`src/rtl/sa_ctrl_pkg.sv`:
```
// Shared definitions for the systolic-array tile controller: FSM states,
// drain-length arithmetic and the completed-tile counter width.
package sa_ctrl_pkg;

    localparam int TILES_W = 16;

    typedef enum logic [1:0] {
        IDLE  = 2'd0,
        FEED  = 2'd1,
        DRAIN = 2'd2,
        DONE  = 2'd3
    } sa_state_t;

    // Cycles for the last operand to leave the buffer, cross the far corner PE and accumulate.
    function automatic int drain_len(input int hpe, input int vpe,
                                     input int mac_lat, input int rd_lat);
        return rd_lat + (hpe - 1) + (vpe - 1) + mac_lat;
    endfunction

endpackage

```
`src/rtl/sa_skew_chain.sv`:
```
// Tapped delay line producing a diagonal skew: lane n is the input delayed
// by n cycles, lane 0 is the input itself.
module sa_skew_chain #(
    parameter int N = 4
) (
    input  logic         clk,
    input  logic         rst,
    input  logic         clr,
    input  logic         din,
    output logic [N-1:0] taps
);

    generate
        if (N == 1) begin : g_single
            assign taps = din;
        end else begin : g_chain
            logic [N-2:0] sr;

            always_ff @(posedge clk or posedge rst) begin
                if (rst) begin
                    sr <= '0;
                end else if (clr) begin
                    sr <= '0;
                end else begin
                    sr[0] <= din;
                    for (int i = 1; i < N - 1; i++) begin
                        sr[i] <= sr[i-1];
                    end
                end
            end

            assign taps = {sr, din};
        end
    endgenerate

endmodule

```
`src/rtl/sa_tile_sequencer.sv`:
```
// Tile-level sequencer for the output-stationary systolic array: operand
// reads, edge skew enables, accumulator clear, drain wait and Y capture.
module sa_tile_sequencer
    import sa_ctrl_pkg::*;
#(
    parameter int WIDTH   = 32,
    parameter int HPE     = 16,
    parameter int VPE     = 16,
    parameter int KW      = 16,
    parameter int MAC_LAT = 1,
    parameter int RD_LAT  = 1
) (
    input  logic               CLK,
    input  logic               RST,
    input  logic               start,
    input  logic [KW-1:0]      k_len,
    input  logic               abort,
    output logic               busy,
    output logic               done,
    output logic               err,
    output logic               rd_en,
    output logic [KW-1:0]      rd_addr,
    output logic [HPE-1:0]     row_en,
    output logic [VPE-1:0]     col_en,
    output logic               acc_clr,
    output logic               y_capture,
    output logic [TILES_W-1:0] tiles_done
);

    localparam int DRAIN_LEN = drain_len(HPE, VPE, MAC_LAT, RD_LAT);
    localparam int DRAIN_W   = $clog2(DRAIN_LEN + 1);

    generate
        if (RD_LAT != 1) begin : g_bad_rd_lat
            $error("sa_tile_sequencer supports RD_LAT == 1 only");
        end
        if (WIDTH < 1) begin : g_bad_width
            $error("sa_tile_sequencer requires WIDTH >= 1");
        end
    endgenerate

    sa_state_t            state_q, state_d;
    logic [KW-1:0]        k_q;
    logic [KW-1:0]        addr_q;
    logic [DRAIN_W-1:0]   drain_q;
    logic [TILES_W-1:0]   tiles_q;
    logic                 feed_valid_q;
    logic                 skew_clr;

    assign busy       = (state_q != IDLE);
    assign rd_addr    = addr_q;
    assign tiles_done = tiles_q;
    assign skew_clr   = abort && (state_q != IDLE);

    always_ff @(posedge CLK or posedge RST) begin
        if (RST) begin
            state_q <= IDLE;
        end else begin
            state_q <= state_d;
        end
    end

    // Abort wins over the normal sequence in every busy state; in DONE it also suppresses the result strobe.
    always_comb begin
        state_d   = state_q;
        rd_en     = 1'b0;
        acc_clr   = 1'b0;
        done      = 1'b0;
        y_capture = 1'b0;
        err       = 1'b0;
        case (state_q)
            IDLE: begin
                if (start) begin
                    if (k_len != '0) begin
                        state_d = FEED;
                    end else begin
                        err = 1'b1;
                    end
                end
            end
            FEED: begin
                rd_en   = 1'b1;
                acc_clr = (addr_q == '0);
                if (abort) begin
                    state_d = IDLE;
                end else if (addr_q == k_q - 1'b1) begin
                    state_d = DRAIN;
                end
            end
            DRAIN: begin
                if (abort) begin
                    state_d = IDLE;
                end else if (drain_q == '0) begin
                    state_d = DONE;
                end
            end
            DONE: begin
                state_d = IDLE;
                if (!abort) begin
                    done      = 1'b1;
                    y_capture = 1'b1;
                end
            end
            default: begin
                state_d = IDLE;
            end
        endcase
        if (start && (state_q != IDLE)) begin
            err = 1'b1;
        end
    end

    // Address counts only while FEED continues, so it sits at zero whenever no tile is feeding.
    always_ff @(posedge CLK or posedge RST) begin
        if (RST) begin
            k_q          <= '0;
            addr_q       <= '0;
            drain_q      <= '0;
            tiles_q      <= '0;
            feed_valid_q <= 1'b0;
        end else begin
            if (state_q == IDLE && start && k_len != '0) begin
                k_q <= k_len;
            end
            if (state_q == FEED && state_d == FEED) begin
                addr_q <= addr_q + 1'b1;
            end else begin
                addr_q <= '0;
            end
            if (state_q == FEED && state_d == DRAIN) begin
                drain_q <= DRAIN_W'(DRAIN_LEN - 1);
            end else if (state_q == DRAIN && drain_q != '0) begin
                drain_q <= drain_q - 1'b1;
            end
            if (state_q == DONE && !abort) begin
                tiles_q <= tiles_q + 1'b1;
            end
            feed_valid_q <= skew_clr ? 1'b0 : rd_en;
        end
    end

    sa_skew_chain #(.N(HPE)) u_row_skew (
        .clk  (CLK),
        .rst  (RST),
        .clr  (skew_clr),
        .din  (feed_valid_q),
        .taps (row_en)
    );

    sa_skew_chain #(.N(VPE)) u_col_skew (
        .clk  (CLK),
        .rst  (RST),
        .clr  (skew_clr),
        .din  (feed_valid_q),
        .taps (col_en)
    );

endmodule

```
`config.mk`:
```
export PLATFORM = sky130hd
export DESIGN_NAME = sa_tile_sequencer
export DESIGN_NICKNAME = d
export VERILOG_FILES = /design/src/rtl/sa_ctrl_pkg.sv /design/src/rtl/sa_skew_chain.sv /design/src/rtl/sa_tile_sequencer.sv
export SDC_FILE = /design/constraint.sdc
export NUM_CORES = 1
export LEC_CHECK = 0
export BUFFER_PORTS_ARGS = -buffer_cell sky130_fd_sc_hd__buf_2
export CAP_MARGIN = 20
export CORE_UTILIZATION = 61
export CTS_BUF_LIST = sky130_fd_sc_hd__clkbuf_8
export CTS_CLUSTER_DIAMETER = 150
export CTS_CLUSTER_SIZE = 40
export DETAILED_ROUTE_END_ITERATION = 6
export PLACE_DENSITY = 0.89
export SYNTH_ARGS = -nofsm -noshare
export SYNTH_HDL_FRONTEND = slang
export SYNTH_HIERARCHICAL = 1
export SYNTH_SLANG_ARGS = --single-unit
```
`constraint.sdc`:
```
create_clock -name CLK -period 7.58 [get_ports CLK]
set_clock_uncertainty 0.2 [all_clocks]
set_input_delay 1.516 -clock CLK [delete_from_list [all_inputs] [get_ports CLK]]
set_output_delay 1.516 -clock CLK [all_outputs]
set_load 0.05 [all_outputs]
```
==> flow_summary.json <==
{
  "grt_overflow": 0,
  "period_share_pct": 61.6,
  "core-area_sq_um": 6420,
  "ios": 90,
  "cts_root_buffer": "clkbuf_8",
  "ys_ff_latch": 87,
  "cp-start-kind": "input port",
  "clk_path_buf_depth": 2,
  "peakVddDrop_mv": 0.190,
  "ctsHoldBuffers": 0,
  "antenna_found_initial": 0,
  "die_height_microns": 84.1,
  "synth_common_cells": "dfrtp_1, nand2_1, xnor2_1, nor2_1",
  "synth_area_leaders": "dfrtp_1, xnor2_1, mux2_2",
  "avgRoutedWirePerCell_microns": 15.1,
  "areaGrowthSynthToFinish_pct": 17.4,
  "hold_violations": 0,
  "period_needed_ns": 4.67,
  "grt_util_all_layers_pct": 25.3,
  "fp.dieW_microns": 84.1,
  "crit_type": "in -> out",
  "slowest_delay_ns": 0.68,
  "r2r_setup_slack_ns": 3.55,
  "finalPower_mw": 1.09,
  "num_rows": 29,
  "port_buffers": 89,
  "avgSynthCellArea_sq_um": 11.1,
  "synth.most_common_cell": "dfrtp_1",
  "vias": 3009,
  "diodes": 0,
  "grt_max_degree": 58,
  "met2_usage_pct": 40.8,
  "max_freq_ghz": 0.214,
  "synth_nets": 396,
  "hpwl_microns": 5970,
  "cts_buffers": 9,
  "powerDensity_nw_per_um2": 226,
  "viasPerCell": 5.55,
  "ys.flop_type": "dfrtp_1",
  "grt_first_pass_wirelength_microns": 13800,
  "yosysTopAreaCellShare_pct": 52.9,
  "wirelength_microns": 8190,
  "syn-cell-area_sq_um": 4120,
  "fill_cells": 421,
  "start_util_pct": 64.1,
  "critPathMostFrequentCell": "buf_2",
  "first_global_vias": 2989,
  "cts_resized": 0,
  "drt_iter0_drc": 194,
  "cts_setup_buffers": 0,
  "required_ns": 5.86,
  "final_max_slew_viol_count": 0,
  "status": "finished, violations left",
  "gp_congestion": 0.834,
  "use_met1_pct": 33.0,
  "tightest_slew_ns": 0.941,
  "synth_top_area_cell": "dfrtp_1",
  "dr.pass1.iters": 6,
  "path_clk_slew_ns": 0.08,
  "synth_edf_count": 0,
  "synth_cell_types": 43,
  "critPathSlowestCell": "nor4_1",
  "ys_warn_count": 6,
  "setup_violations": 0,
  "drc_errors": 20,
  "grt_util_met3_pct": 5.51,
  "slew_headroom_pct": 37.0,
  "p_leak_nw": 2.39,
  "htreeDepth": 3,
  "rsz0062_at_grt": "false",
  "synthArstFlopShare_pct": 100,
  "dieArea_sq_um": 7080,
  "finish.utilization_pct": 75.2,
  "yosysSeqAreaShare_pct": 52.9,
  "violations": "DRC",
  "hold_path.class": "reg -> reg",
  "insertion_delay_ns": 0.36,
  "syn_inst": 370,
  "setup_tns_ns": 0,
  "cp.arrival_ns": 2.95,
  "drtAntennaViolNets": 0,
  "nNetsFinal": 486,
  "drv_cap": 0,
  "critPathMaxFanout": 2,
  "endpoint_kind": "output pin",
  "path_cells": "buf_2, nor4_1, a41oi_1, nor2b_1, buf_2",
  "clock_sinks": 87,
  "grt_busiest_layer": "met2",
  "drive_gt1_share_pct": 33.1,
  "cts_tree": "built"
}
==> final cells by class <==
class / count / area, sq um / area share [%]
Sequential cell: 87 / 2180 / 45.1
Multi-Input combinational cell: 258 / 1810 / 37.5
Clock inverter: 7 / 105 / 2.18
Tap cell: 77 / 96.3 / 1.99
Clock buffer: 9 / 124 / 2.56
Inverter: 13 / 48.8 / 1.01
Timing Repair Buffer: 91 / 468 / 9.69
==> final timing paths <==
check / cells past startpoint / endpoint / startpoint
worst max-delay path: 5 / err / k_len[0]
worst min-delay path: 1 / tiles_done[15]$_DFFE_PP0P_ / tiles_done[15]$_DFFE_PP0P_
worst max register to register: 7 / state_q[0]$_DFF_PP0_ / k_q[0]$_DFFE_PP0P_
worst min register to register: 1 / tiles_done[15]$_DFFE_PP0P_ / tiles_done[15]$_DFFE_PP0P_
max in group asynchronous: 3 / tiles_done[6]$_DFFE_PP0P_ / RST
min in group asynchronous: 2 / u_col_skew/g_chain.sr[6]$_DFF_PP0_ / RST
==> metrics by stage <==
| stage | worst slack [ns] | hold slack, ns | std cells | instance area, sq um |
|---|---|---|---|---|
| final | 2.91 | 0.275 | 542 | 4830 |
| after global routing | 2.88 | 0.286 | 542 | 4830 |
| after CTS | 2.92 | 0.275 | 542 | 4830 |
| after detailed placement | 2.92 | 0.259 | 526 | 4600 |
| after global placement | 3.00 | 0.256 | 525 | 4590 |
| after floorplan | 2.87 | 0.284 | 370 | 4120 |
==> critical path: cells and delay by family <==
| kind | cells | cell delay, ns |
|---|---|---|
| AND/OR/NAND/NOR | 2 | 0.82 |
| buffers and inverters | 2 | 0.37 |
| AO/OA/AOI/OAI | 1 | 0.24 |
==> power breakdown <==
part | switching (mW) | total (mW) | internal, mW
logic | 0.121 | 0.194 | 0.0738
clock network | 0.172 | 0.362 | 0.190
registers | 0.0389 | 0.533 | 0.494
==> state kept, by name, indices dropped and copies added (netlist names) <==
| register | flops |
|---|---|
| drain_q | 6 |
| state_q | 2 |
| u_row_skew/g_chain.sr | 15 |
| rd_addr | 16 |
| u_col_skew/g_chain.sr | 15 |
| tiles_done | 16 |
| k_q | 16 |
| feed_valid_q | 1 |
==> cell usage in the layout, fill, tap and decap left out, types with 10 or more instances in the layout <==
master / instances
xnor2_1: 33
nor2_1: 28
mux2_2: 18
inv_1: 12
nor3_1: 12
xor2_1: 18
buf_2: 89
nand3_1: 10
nor2b_2: 14
nand2_1: 33
dfrtp_1: 87
==> metal layers <==
metal | vias to the layer above | wire length (microns)
met5 | - | 0
met4 | 0 | 235
met3 | 19 | 488
met2 | 105 | 3990
met1 | 1450 | 3470
li1 | 1435 | -
==> cell families after synthesis <==
| group | synth area share (%) |
|---|---|
| flops | 52.9 |
| fa+ha+maj | 1.82 |
| compound gates | 3.25 |
| mux | 5.41 |
| buf+inv | 3.10 |
| simple gates | 22.7 |
| xor+xnor | 10.9 |
Note: power is estimated with default switching activity, not from simulation.
